### config.mk
export PLATFORM = sky130hd
export DESIGN_NAME = tx_iq_sample_pacer
export DESIGN_NICKNAME = d
export VERILOG_FILES = /design/src/rtl/tx_pacer_pkg.sv /design/src/rtl/tx_pacer_divider.sv /design/src/rtl/tx_iq_sample_pacer.sv
export SDC_FILE = /design/constraint.sdc
export NUM_CORES = 1
export LEC_CHECK = 0
export BUFFER_PORTS_ARGS = -buffer_cell sky130_fd_sc_hd__buf_2
export CAP_MARGIN = 20
export CORE_AREA = 4 4 96 116
export CTS_CLUSTER_DIAMETER = 80
export DETAILED_ROUTE_END_ITERATION = 8
export DIE_AREA = 0 0 100 120
export PLACE_DENSITY = 0.66
export SYNTH_ARGS = -nofsm -noshare
export SYNTH_HDL_FRONTEND = slang
export SYNTH_HIERARCHICAL = 1
export SYNTH_SLANG_ARGS = --single-unit
export TNS_END_PERCENT = 100
### constraint.sdc
create_clock -name aclk -period 1.8 [get_ports aclk]
set_input_delay 0.18 -clock aclk [delete_from_list [all_inputs] [get_ports aclk]]
set_output_delay 0.18 -clock aclk [all_outputs]
set_load 0.005 [all_outputs]
### src/rtl/tx_pacer_pkg.sv
// Shared types and constants for the TX IQ sample pacer.
// Build option: TXPACER_UNDERFLOW_CNT_EN enables the saturating underflow event counter.
package tx_pacer_pkg;

  localparam int IQW_DEFAULT = 24;
  localparam int DIVIDE_P2   = 640;
  localparam int UCNT_W      = 16;

  typedef enum logic [1:0] {
    IDLE  = 2'd0,
    PRIME = 2'd1,
    RUN   = 2'd2
  } pacer_state_e;

  // Increment that sticks at all-ones instead of wrapping.
  function automatic logic [UCNT_W-1:0] sat_inc(input logic [UCNT_W-1:0] v);
    return (&v) ? v : v + 1'b1;
  endfunction

endpackage

### src/rtl/tx_pacer_divider.sv
// Free-running modulo-DIVIDE counter with a terminal-count flag and a synchronous hold to zero.
// Build option: TXPACER_UNDERFLOW_CNT_EN has no effect on this block.
module tx_pacer_divider #(
  parameter int DIVIDE = 640
) (
  input  logic clk,
  input  logic rst_n,
  input  logic hold,
  output logic tc
);

  localparam int              CW   = (DIVIDE > 1) ? $clog2(DIVIDE) : 1;
  localparam logic [CW-1:0]   LAST = CW'(DIVIDE - 1);

  logic [CW-1:0] count_q, count_d;

  assign tc = (count_q == LAST);

  always_comb begin
    count_d = count_q;
    if (hold) begin
      count_d = '0;
    end else if (tc) begin
      count_d = '0;
    end else begin
      count_d = count_q + 1'b1;
    end
  end

  always_ff @(posedge clk or negedge rst_n) begin
    if (!rst_n) begin
      count_q <= '0;
    end else begin
      count_q <= count_d;
    end
  end

endmodule

### src/rtl/tx_iq_sample_pacer.sv
// Paces modulator IQ samples to the DUC at one sample every DIVIDE clocks, zero-filling on underflow.
// Build option: define TXPACER_UNDERFLOW_CNT_EN to implement UnderflowCount; otherwise it reads 0.
module tx_iq_sample_pacer
  import tx_pacer_pkg::*;
#(
  parameter int DIVIDE = DIVIDE_P2,
  parameter int IQW    = IQW_DEFAULT
) (
  input  logic             aclk,
  input  logic             aresetn,
  input  logic             TX_ENABLE,
  input  logic [2*IQW-1:0] s_axis_TXMod_tdata,
  input  logic             s_axis_TXMod_tvalid,
  output logic             s_axis_TXMod_tready,
  input  logic             UnderflowClear,
  output logic [IQW-1:0]   DAC_I,
  output logic [IQW-1:0]   DAC_Q,
  output logic             SampleStrobe,
  output logic             Underflow,
  output logic [15:0]      UnderflowCount,
  output logic             PacerActive,
  output pacer_state_e     dbg_state
);

  pacer_state_e   state_q, state_d;
  logic [IQW-1:0] dac_i_q, dac_i_d, dac_q_q, dac_q_d;
  logic           strobe_q, strobe_d;
  logic           uf_q, uf_d;
  logic           active_q, active_d;
  logic           hold, tc, pulse;

  // Counter sits at 0 in IDLE and is already zero on the first cycle back in IDLE.
  assign hold = (state_q == IDLE) || !TX_ENABLE;

  tx_pacer_divider #(.DIVIDE(DIVIDE)) u_div (
    .clk   (aclk),
    .rst_n (aresetn),
    .hold  (hold),
    .tc    (tc)
  );

  assign pulse               = (state_q != IDLE) && TX_ENABLE && tc;
  assign s_axis_TXMod_tready = pulse;

  always_comb begin
    state_d  = state_q;
    dac_i_d  = dac_i_q;
    dac_q_d  = dac_q_q;
    strobe_d = 1'b0;
    uf_d     = uf_q;
    if (!TX_ENABLE) begin
      state_d = IDLE;
      dac_i_d = '0;
      dac_q_d = '0;
    end else begin
      case (state_q)
        IDLE: state_d = PRIME;
        PRIME: begin
          // Empty request pulses while priming are expected, not underflows.
          if (pulse && s_axis_TXMod_tvalid) begin
            dac_i_d  = s_axis_TXMod_tdata[2*IQW-1:IQW];
            dac_q_d  = s_axis_TXMod_tdata[IQW-1:0];
            strobe_d = 1'b1;
            state_d  = RUN;
          end
        end
        RUN: begin
          if (pulse) begin
            strobe_d = 1'b1;
            if (s_axis_TXMod_tvalid) begin
              dac_i_d = s_axis_TXMod_tdata[2*IQW-1:IQW];
              dac_q_d = s_axis_TXMod_tdata[IQW-1:0];
            end else begin
              dac_i_d = '0;
              dac_q_d = '0;
              uf_d    = 1'b1;
            end
          end
        end
        default: state_d = IDLE;
      endcase
    end
    if (UnderflowClear) begin
      uf_d = 1'b0;
    end
    active_d = (state_d == RUN);
  end

  always_ff @(posedge aclk or negedge aresetn) begin
    if (!aresetn) begin
      state_q  <= IDLE;
      dac_i_q  <= '0;
      dac_q_q  <= '0;
      strobe_q <= 1'b0;
      uf_q     <= 1'b0;
      active_q <= 1'b0;
    end else begin
      state_q  <= state_d;
      dac_i_q  <= dac_i_d;
      dac_q_q  <= dac_q_d;
      strobe_q <= strobe_d;
      uf_q     <= uf_d;
      active_q <= active_d;
    end
  end

`ifdef TXPACER_UNDERFLOW_CNT_EN
  logic              uf_evt;
  logic [UCNT_W-1:0] ucnt_q, ucnt_d;

  assign uf_evt = pulse && (state_q == RUN) && !s_axis_TXMod_tvalid;

  // A clear in the same cycle as an underflow leaves the count at zero.
  always_comb begin
    ucnt_d = ucnt_q;
    if (UnderflowClear) begin
      ucnt_d = '0;
    end else if (uf_evt) begin
      ucnt_d = sat_inc(ucnt_q);
    end
  end

  always_ff @(posedge aclk or negedge aresetn) begin
    if (!aresetn) begin
      ucnt_q <= '0;
    end else begin
      ucnt_q <= ucnt_d;
    end
  end

  assign UnderflowCount = ucnt_q;
`else
  assign UnderflowCount = '0;
`endif

  assign DAC_I        = dac_i_q;
  assign DAC_Q        = dac_q_q;
  assign SampleStrobe = strobe_q;
  assign Underflow    = uf_q;
  assign PacerActive  = active_q;
  assign dbg_state    = state_q;

endmodule

==> impl_metrics.env, run 1 <==
export IMPL_finalSetupTns_ns=-0.172
export IMPL_cts_max_level=3
export IMPL_synth_edf_count=0
export IMPL_cts_buffers=9
export IMPL_cpPeakStageDelay_ns=0.36
export IMPL_area_growth_pct=38.5
export IMPL_grt_overflow=0
export IMPL_io_pins=123
export IMPL_drt_pass1_iter_count=6
export IMPL_synthArstFlopShare=1.00
export IMPL_crit_chain="ha_2, nand4_1, nor4_2, nand3b_1, buf_6, inv_2, buf_2"
export IMPL_fp_dieW_um=100
export IMPL_min_period_over_period=1.05
export IMPL_clock_sinks=63
export IMPL_cts_tree="done"
export IMPL_clk_pin_slew_worst_paths_ns=0.05
export IMPL_vias=2622
export IMPL_power_density_nw_per_um2=784
export IMPL_avgSynthCellArea_um2=10.2
export IMPL_max_freq_mhz=529
export IMPL_crit_path_start_kind="register"
export IMPL_grt_setup_unrepaired="true"
export IMPL_dp_final_hpwl_mm=5.23
export IMPL_drv_slew=0
export IMPL_setup_violations=13
export IMPL_synth_main_ff_cell="dfrtp_1"
export IMPL_synth_cells=309
export IMPL_fp_row_count=40
export IMPL_die_area_um2=12000
export IMPL_io_buffers=106
export IMPL_nets=490
export IMPL_gp_congestion=0.777
export IMPL_antenna_left=0
export IMPL_antenna_found_initial=2
export IMPL_initialDrtViolationCount=111
export IMPL_yosysSeqAreaShare=0.500
export IMPL_grt_pass1_wl_mm=12.0
export IMPL_hold_violations=0
export IMPL_worst_slack_ns=-0.0917
export IMPL_crit_path_end_kind="output pin"
export IMPL_cp_num_buf_inv=3
export IMPL_path_class="register to output pin"
export IMPL_syn_cell_area_um2=3150
export IMPL_timing_hold_ws_ns=0.0967
export IMPL_cp_max_fo=3
export IMPL_crit_arrival_ns=1.71
export IMPL_fillers=966
export IMPL_grt_pass1_vias=2512
export IMPL_synth_seq_cells=63
export IMPL_status="finished, violations left"
export IMPL_grt_max_degree=64
export IMPL_cpMaxStageDelayCell="dfrtp_1"
export IMPL_drive_gt1_frac=0.368
export IMPL_hp_class="input port to register"
export IMPL_clock_latency_ns=0.33
export IMPL_skew_ns=0.00729
export IMPL_die_y_um=120
export IMPL_cp_required_ns=1.62
export IMPL_post_route_drc_count=0
export IMPL_cts_max_path_buffers=2
export IMPL_wl_per_cell_um=14.3
export IMPL_diodes=0
export IMPL_dp_slack_ns=0.0731
export IMPL_critPathTopFamily="simple AND/OR/NAND/NOR gates"
export IMPL_initial_core_util=0.317
export IMPL_violations="negative setup slack"
export IMPL_post_route_util=0.438
export IMPL_fin_crit_ns=1.89
export IMPL_core_area_um2=9960
export IMPL_totalWireLength_mm=8.06
export IMPL_ir_worst_vdd_uv=390
export IMPL_viasPerCell=4.66
export IMPL_p_leak_nw=2.56
export IMPL_synth_distinct_cells=34
export IMPL_yosys_warnings=6
export IMPL_root_buffer="clkbuf_16"
export IMPL_maxCapViolCount=0
export IMPL_grt_usage=0.125
timing repair:
item,CTS,global route
hold endpoints to repair,63,0
gates cloned,0,6
pin swaps,0,1
setup endpoints to repair,1,38
resized for setup,0,7
buffers inserted,0,3
hold buffers,1,0
per-layer routing:
layer | wire length [um] | GRT usage
met1 | 3420 | 0.154
met2 | 3950 | 0.201
met3 | 583 | 0.0372
met4 | 85 | 0.0522
met5 | 18 | 0
per-stage QoR:
step                      cells  power [mW]  area [um2]
final                       563        3.42        4370
after detailed placement    537        1.68        3880
after global placement      537        1.68        3880
after CTS                   554        3.48        4200
after global routing        563        3.58        4370
after floorplan             324        1.58        3220
layout by cell type (no fill, tap or decap), types with 2 or more instances in the layout:
master,count
buf_6,3
a21oi_1,7
buf_2,106
buf_12,6
nand2b_1,2
nand2_1,52
or4_1,2
o21ai_0,3
dfrtp_1,61
dfrtp_2,2
inv_1,8
nor2_1,6
or3_2,2
buf_4,14
clkbuf_8,2
clkbuf_16,13
conb_1,16
xnor2_1,2
mux2i_1,47
o32ai_1,2
clkinv_2,2
ha_1,4
nand3_1,51
nand4_1,2
o31ai_1,2
worst paths after layout:
path                                   from                  end  slack (ns)  cells past startpoint
min                          UnderflowClear            Underflow         0.1                      2
min reg2reg                       Underflow            Underflow        0.51                      1
max in group asynchronous           aresetn         dbg_state[1]        1.08                      3
min in group asynchronous           aresetn            DAC_I[14]        0.39                      3
max                        u_div/count_q[1]  s_axis_TXMod_tready       -0.09                      7
max reg2reg                u_div/count_q[1]             DAC_I[0]       -0.02                      7
sequential cells by signal, summed over array words and instances, names as in the netlist:
name	cells
dbg_state	2
DAC_Q	24
Underflow	1
DAC_I	24
u_div/count_q	10
PacerActive	1
SampleStrobe	1
cell families after synthesis:
logic type | Yosys count | share of synthesized area
multiplexers | 49 | 0.156
buffers and inverters | 46 | 0.0873
XOR/XNOR | 3 | 0.00833
other | 1 | 0.00119
AO/OA/AOI/OAI | 16 | 0.0381
AND/OR/NAND/NOR | 126 | 0.189
flip-flops | 63 | 0.500
adder cells (fa/ha/maj) | 5 | 0.0198
area by class of cell:
class | count | area, um2 | area share
well taps | 126 | 158 | 0.0361
repair buffers | 134 | 900 | 0.206
flip-flops and latches | 63 | 1580 | 0.362
multi-input cells | 215 | 1390 | 0.318
clock buffers | 11 | 253 | 0.0579
inverters | 9 | 33.8 | 0.00774
clock inverters | 5 | 56.3 | 0.0129
synth_stat cells (3+ instances only):
cell      count  area (um2)
nand2b_1      3        18.8
nand3_1      51         255
a21oi_1       7        35.0
ha_1          5        62.6
buf_4        18         135
inv_1         9        33.8
mux2i_1      48         480
dfrtp_1      63        1580
nand2_1      52         195
clkbuf_1     12        45.0
buf_2         4        20.0
o21ai_0       3        15.0
nor2_1        6        22.5
power by group:
part           leakage (nW)  total [mW]  internal, mW  switching (mW)
combinational          1.53       0.226        0.0998           0.126
sequential            0.875        1.43          1.42         0.00671
clock                 0.152        1.76          1.14           0.621
Note: power is estimated with default switching activity, not from simulation.
==> run 2, diff against run 1 <==
--- a/config.mk
+++ b/config.mk
@@ -5,13 +5,13 @@
 export SDC_FILE = /design/constraint.sdc
 export NUM_CORES = 1
 export LEC_CHECK = 0
-export BUFFER_PORTS_ARGS = -buffer_cell sky130_fd_sc_hd__buf_2
 export CAP_MARGIN = 20
 export CORE_AREA = 4 4 96 116
 export CTS_CLUSTER_DIAMETER = 80
 export DETAILED_ROUTE_END_ITERATION = 8
 export DIE_AREA = 0 0 100 120
-export PLACE_DENSITY = 0.66
+export DONT_BUFFER_PORTS = 1
+export PLACE_DENSITY = 0.55
 export SYNTH_ARGS = -nofsm -noshare
 export SYNTH_HDL_FRONTEND = slang
 export SYNTH_HIERARCHICAL = 1
==> impl_metrics.env, run 2 (same netlist as run 1, synthesis figures left out) <==
export IMPL_antenna_found_initial=1
export IMPL_root_buffer="clkbuf_16"
export IMPL_vias=2352
export IMPL_maxCapViolCount=0
export IMPL_initialDrtViolationCount=51
export IMPL_switchingPower_mw=0.724
export IMPL_reg2reg_from="u_div/count_q[8]"
export IMPL_io_buffers=0
export IMPL_wl_per_cell_um=19.1
export IMPL_cp_max_fo=4
export IMPL_die_y_um=120
export IMPL_gp_congestion=0.750
export IMPL_ir_worst_vdd_uv=413
export IMPL_mostFrequentLayoutCells="dfrtp_1, nand2_1, nand3_1"
export IMPL_finalSetupTns_ns=0
export IMPL_antenna_left=0
export IMPL_crit_arrival_ns=1.59
export IMPL_clk_pin_slew_worst_paths_ns=0.05
export IMPL_startpoint="u_div/count_q[8]"
export IMPL_internal_power_mw=2.68
export IMPL_power_frac_seq=0.420
export IMPL_cts_buffers=9
export IMPL_drv_slew=0
export IMPL_hold_violations=0
export IMPL_fp_row_count=40
export IMPL_skew_ns=0.00825
export IMPL_clock_sinks=63
export IMPL_crit_path_start_kind="register"
export IMPL_clock_latency_ns=0.32
export IMPL_dp_final_hpwl_mm=5.00
export IMPL_post_route_drc_count=0
export IMPL_grt_usage=0.140
export IMPL_cts_tree="done"
export IMPL_final_common_cell="dfrtp_1"
export IMPL_timing_hold_ws_ns=0.0129
export IMPL_die_area_um2=12000
export IMPL_area_growth_pct=23.2
export IMPL_io_pins=123
export IMPL_grt_overflow=0
export IMPL_sw_frac_of_total=0.213
export IMPL_crit_path_end_kind="output pin"
export IMPL_viasPerCell=5.04
export IMPL_clkPwrFrac=0.526
export IMPL_drive_gt1_frac=0.159
export IMPL_final_cell_area_um2=3880
export IMPL_path_class="register to output pin"
export IMPL_min_period_over_period=0.985
export IMPL_initial_core_util=0.317
export IMPL_hp_class="input port to register"
export IMPL_place_area_um2=3280
export IMPL_fp_dieW_um=100
export IMPL_cts_max_path_buffers=2
export IMPL_fin_crit_ns=1.77
export IMPL_max_slew_margin=0.283
export IMPL_cp_required_ns=1.62
export IMPL_totalWireLength_mm=8.93
export IMPL_grt_pass1_wl_mm=12.9
export IMPL_final_cells=467
export IMPL_power_density_nw_per_um2=876
export IMPL_setup_violations=0
export IMPL_status="finished clean"
export IMPL_hp_start="TX_ENABLE"
export IMPL_p_leak_nw=2.07
export IMPL_grt_setup_unrepaired="true"
export IMPL_cts_max_level=3
export IMPL_grt_pass1_vias=2370
export IMPL_comb_power_share=0.055
export IMPL_max_freq_mhz=564
export IMPL_placedCellCount=426
export IMPL_grt_max_degree=64
export IMPL_core_area_um2=9960
export IMPL_drt_pass1_iter_count=4
export IMPL_worstMarginPinSlew_ns=1.07
export IMPL_nets=393
## run 2: changes by cell type in the layout (fill, tap and decap cells not counted), moves of 2 or more
cell | before | now
buf_2 | 106 | 0
dlygate4sd3_1 | 1 | 10
buf_4 | 14 | 19
buf_12 | 6 | 3
clkbuf_16 | 13 | 11
dfrtp_1 | 61 | 63
dfrtp_2 | 2 | 0
## run 2: timing repair
item	CTS	global route
buffers inserted	5	5
hold endpoints to repair	84	0
resized for setup	4	2
hold buffers	11	0
setup endpoints to repair	2	57
pin swaps	4	6
cloned	0	4
## run 2: layer usage
layer | vias to the layer above | global-route usage | wire (um)
li1 | 1079 | - | -
met1 | 1172 | 0.159 | 3450
met2 | 92 | 0.238 | 4510
met3 | 9 | 0.0541 | 872
met4 | 0 | 0.0505 | 95
met5 | - | 0 | 0
## run 2: worst max-delay path: stages (launching register included)
cell      delay (ns)
dfrtp_1         0.39
nand2b_1        0.24
nor4_4          0.27
nand3b_1        0.15
buf_4           0.17
inv_2           0.04
## run 2: final timing paths
check | to | slack, ns | cells past startpoint
worst max-delay path | s_axis_TXMod_tready | 0.03 | 5
worst min-delay path | DAC_I[7] | 0.01 | 2
worst max register to register | DAC_Q[1] | 0.07 | 6
worst min register to register | u_div/count_q[0] | 0.54 | 2
max in group asynchronous | DAC_Q[4] | 1.11 | 2
min in group asynchronous | DAC_I[17] | 0.38 | 2
## run 2: area by class of cell
cell class	instances	area, um2
repair buffers	37	403
flip-flops and latches	63	1580
multi-input cells	215	1400
inverters	9	33.8
clock buffers	13	270
clock inverters	3	40.0
diodes	1	2.50
well taps	126	158
fillers	979	6070
## run 2: metrics by stage
stage               utilization  setup slack [ns]  power, mW
floorplan                     -            0.0280       1.58
global placement          0.329            0.0408       1.55
detailed placement        0.329           -0.0272       1.55
CTS                       0.379           -0.0900       3.47
global route              0.390            -0.102       3.56
finish                    0.390            0.0273       3.40
## run 2: power groups by stage
stage          registers (mW)  logic, mW  clock network [mW]
2_1_floorplan            1.45      0.125                   0
3_3_place_gp             1.45     0.0982                   0
3_5_place_dp             1.45      0.101                   0
4_1_cts                  1.43      0.188                1.85
5_1_grt                  1.43      0.211                1.92
6_report                 1.43      0.186                1.79
==> run 3, diff against run 2 <==
--- a/config.mk
+++ b/config.mk
@@ -5,13 +5,14 @@
 export SDC_FILE = /design/constraint.sdc
 export NUM_CORES = 1
 export LEC_CHECK = 0
+export ABC_AREA = 1
 export CAP_MARGIN = 20
-export CORE_AREA = 4 4 96 116
+export CORE_AREA = 4 4 99 120
 export CTS_CLUSTER_DIAMETER = 80
 export DETAILED_ROUTE_END_ITERATION = 8
-export DIE_AREA = 0 0 100 120
+export DIE_AREA = 0 0 103 124
 export DONT_BUFFER_PORTS = 1
-export PLACE_DENSITY = 0.55
+export PLACE_DENSITY = 0.53
 export SYNTH_ARGS = -nofsm -noshare
 export SYNTH_HDL_FRONTEND = slang
 export SYNTH_HIERARCHICAL = 1
==> constraint.sdc (replaced) <==
create_clock -name aclk -period 2.01 [get_ports aclk]
set_input_delay 0.201 -clock aclk [delete_from_list [all_inputs] [get_ports aclk]]
set_output_delay 0.201 -clock aclk [all_outputs]
set_load 0.005 [all_outputs]
==> impl_metrics.env, run 3 <==
export IMPL_comb_power_share=0.072
export IMPL_status="finished clean"
export IMPL_power_mw=3.37
export IMPL_yosys_area_top_type_share=0.471
export IMPL_maxCapViolCount=0
export IMPL_reg2reg_slack_ns=0.14
export IMPL_clkPwrFrac=0.508
export IMPL_fp_dieW_um=103
export IMPL_cts_max_path_buffers=2
export IMPL_io_pins=123
export IMPL_critPathTopFamily="simple AND/OR/NAND/NOR gates"
export IMPL_post_route_util=0.363
export IMPL_drv_slew=0
export IMPL_crit_path_end_kind="register"
export IMPL_whs_path_depth=2
export IMPL_synthArstFlopShare=1.00
export IMPL_io_buffers=0
export IMPL_die_y_um=124
export IMPL_power_frac_seq=0.420
export IMPL_synth_distinct_cells=27
export IMPL_root_buffer="clkbuf_16"
export IMPL_nets=497
export IMPL_sw_frac_of_total=0.229
export IMPL_synth_largest_area_cell="dfrtp_1"
export IMPL_totalWireLength_mm=8.97
export IMPL_reg2reg_from="u_div/count_q[0]"
export IMPL_clock_sinks=63
export IMPL_switchingPower_mw=0.773
export IMPL_gp_congestion=0.784
export IMPL_initialDrtViolationCount=153
export IMPL_min_period_over_period=0.932
export IMPL_synth_top_family_by_area="simple AND/OR/NAND/NOR gates"
export IMPL_yosysSeqAreaShare=0.471
export IMPL_timing_hold_ws_ns=0.0637
export IMPL_synthMuxAreaShare=0
export IMPL_synthTopCellsByArea="dfrtp_1, nand2_1, nand4_1"
export IMPL_worstHoldEndpoint="DAC_Q[13]"
export IMPL_ff2ff_path_depth=12
export IMPL_grt_pass1_vias=2540
export IMPL_drive_gt1_frac=0.117
export IMPL_cp_required_ns=2.27
export IMPL_yosys_warnings=6
export IMPL_path_class="register to register"
export IMPL_ir_worst_vdd_uv=311
export IMPL_hp_class="input port to register"
export IMPL_avgSynthCellArea_um2=7.63
export IMPL_final_common_cell="nand2_1"
export IMPL_cpMaxStageDelayCell="dfrtp_1"
export IMPL_drt_pass1_iter_count=4
export IMPL_syn_cell_area_um2=3350
export IMPL_synth_simple_area_share=0.385
export IMPL_core_area_um2=10800
export IMPL_synth_compound_area_frac=0.0134
export IMPL_cp_max_fo=7
export IMPL_viasPerCell=4.81
export IMPL_wl_per_cell_um=15.6
export IMPL_synth_fa_ha_area_frac=0.0187
export IMPL_yosysMostFrequentCell="nand2_1"
export IMPL_grt_pass1_wl_mm=12.9
export IMPL_clk_pin_slew_worst_paths_ns=0.06
export IMPL_synth_cells=439
export IMPL_internal_power_mw=2.60
export IMPL_grt_overflow=0
export IMPL_cp_num_buf_inv=2
export IMPL_skew_ns=0.00858
export IMPL_fillers=1129
export IMPL_fp_row_count=42
export IMPL_cpPeakStageDelay_ns=0.36
export IMPL_crit_chain="ha_2, nand2_2, nor2_4, nand3_2, inv_2, nand3_2, nor2_4, nand2_4, nand3_4, clkbuf_16, nand2_1, nand2_1"
export IMPL_cts_tree="done"
export IMPL_hp_start="TX_ENABLE"
export IMPL_power_density_nw_per_um2=858
export IMPL_vias=2771
export IMPL_setup_violations=0
export IMPL_dp_final_hpwl_mm=5.30
export IMPL_clock_latency_ns=0.33
export IMPL_hold_violations=0
export IMPL_grt_max_degree=102
export IMPL_post_route_drc_count=0
export IMPL_diodes=0
export IMPL_crit_arrival_ns=2.13
export IMPL_initial_core_util=0.310
export IMPL_multiInputGateArea_um2=1520
export IMPL_synth_common_cells="nand2_1, nor2_1, dfrtp_1, nand4_1"
export IMPL_antenna_left=0
export IMPL_die_area_um2=12800
export IMPL_mostFrequentLayoutCells="nand2_1, nor2_1, dfrtp_1"
export IMPL_synth_seq_cells=63
export IMPL_cts_buffers=9
export IMPL_antenna_found_initial=0
export IMPL_final_seq_area_um2=1580
export IMPL_fin_crit_ns=1.87
export IMPL_area_growth_pct=17.3
export IMPL_grt_usage=0.132
export IMPL_crit_path_start_kind="register"
export IMPL_r2r_end="DAC_Q[1]"
export IMPL_p_leak_nw=2.03
export IMPL_cts_max_level=3
export IMPL_max_freq_mhz=534
export IMPL_synth_xor_area_share=0.00523
export IMPL_synth_edf_count=0
export IMPL_synth_main_ff_cell="dfrtp_1"
[run 3: final cells by class]
class	instances	share of cell area
multi-input cells	325	0.386
repair buffers	21	0.0678
inverters	19	0.0181
flip-flops and latches	63	0.401
clock inverters	5	0.0204
clock buffers	11	0.0643
well taps	132	0.0420
[run 3: timing repair]
item,in CTS,in global routing
resized for setup,3,11
hold endpoints to repair,64,0
setup endpoints to repair,22,43
buffers inserted,0,5
pin swaps,0,3
hold buffers,3,0
cloned,0,3
[run 3: per-layer routing]
| layer | up-vias | GRT usage | wire length, um | part of all wire |
|---|---|---|---|---|
| met5 | - | 0 | 0 | 0 |
| met4 | 0 | 0.0664 | 172 | 0.019 |
| met3 | 11 | 0.0375 | 600 | 0.067 |
| met2 | 88 | 0.211 | 4360 | 0.49 |
| met1 | 1299 | 0.160 | 3840 | 0.43 |
| li1 | 1373 | - | - | - |
[run 3: power by group through the flow]
stage	logic [mW]	clock network [mW]	registers, mW
after floorplan	0.204	0	1.42
after global placement	0.183	0	1.44
after detailed placement	0.188	0	1.44
after CTS	0.227	1.76	1.42
after global routing	0.286	1.81	1.43
final	0.243	1.72	1.42
[run 3: how the worst max path moves through the flow]
stage / slack, ns / end / start / cells past startpoint
after floorplan: 0.15 / DAC_I[10] / u_div/count_q[0] / 12
after detailed placement: -0.008 / DAC_Q[21] / u_div/count_q[0] / 12
after global routing: -0.02 / DAC_Q[6] / u_div/count_q[0] / 12
final: 0.14 / DAC_Q[1] / u_div/count_q[0] / 12
after CTS: 0.02 / DAC_Q[4] / u_div/count_q[0] / 12
after global placement: 0.05 / DAC_Q[17] / u_div/count_q[0] / 12
[run 3: stage by stage]
| stage | TNS [ns] | instances | worst slack (ns) | cell area (um2) |
|---|---|---|---|---|
| 6_report | 0 | 576 | 0.136 | 3930 |
| 5_1_grt | -0.276 | 576 | -0.0204 | 3930 |
| 4_1_cts | 0 | 568 | 0.0222 | 3790 |
| 3_5_place_dp | -0.0176 | 549 | -0.00785 | 3400 |
| 3_3_place_gp | 0 | 549 | 0.0511 | 3400 |
| 2_1_floorplan | 0 | 454 | 0.151 | 3410 |
[run 3: logic make-up after synthesis]
family                     Yosys count
and+or+nand+nor                    294
buffers and inverters               66
DFF                                 63
AOI/OAI and AO/OA                    8
adders and majority gates            5
xor gates and xnor gates             2
other                                1
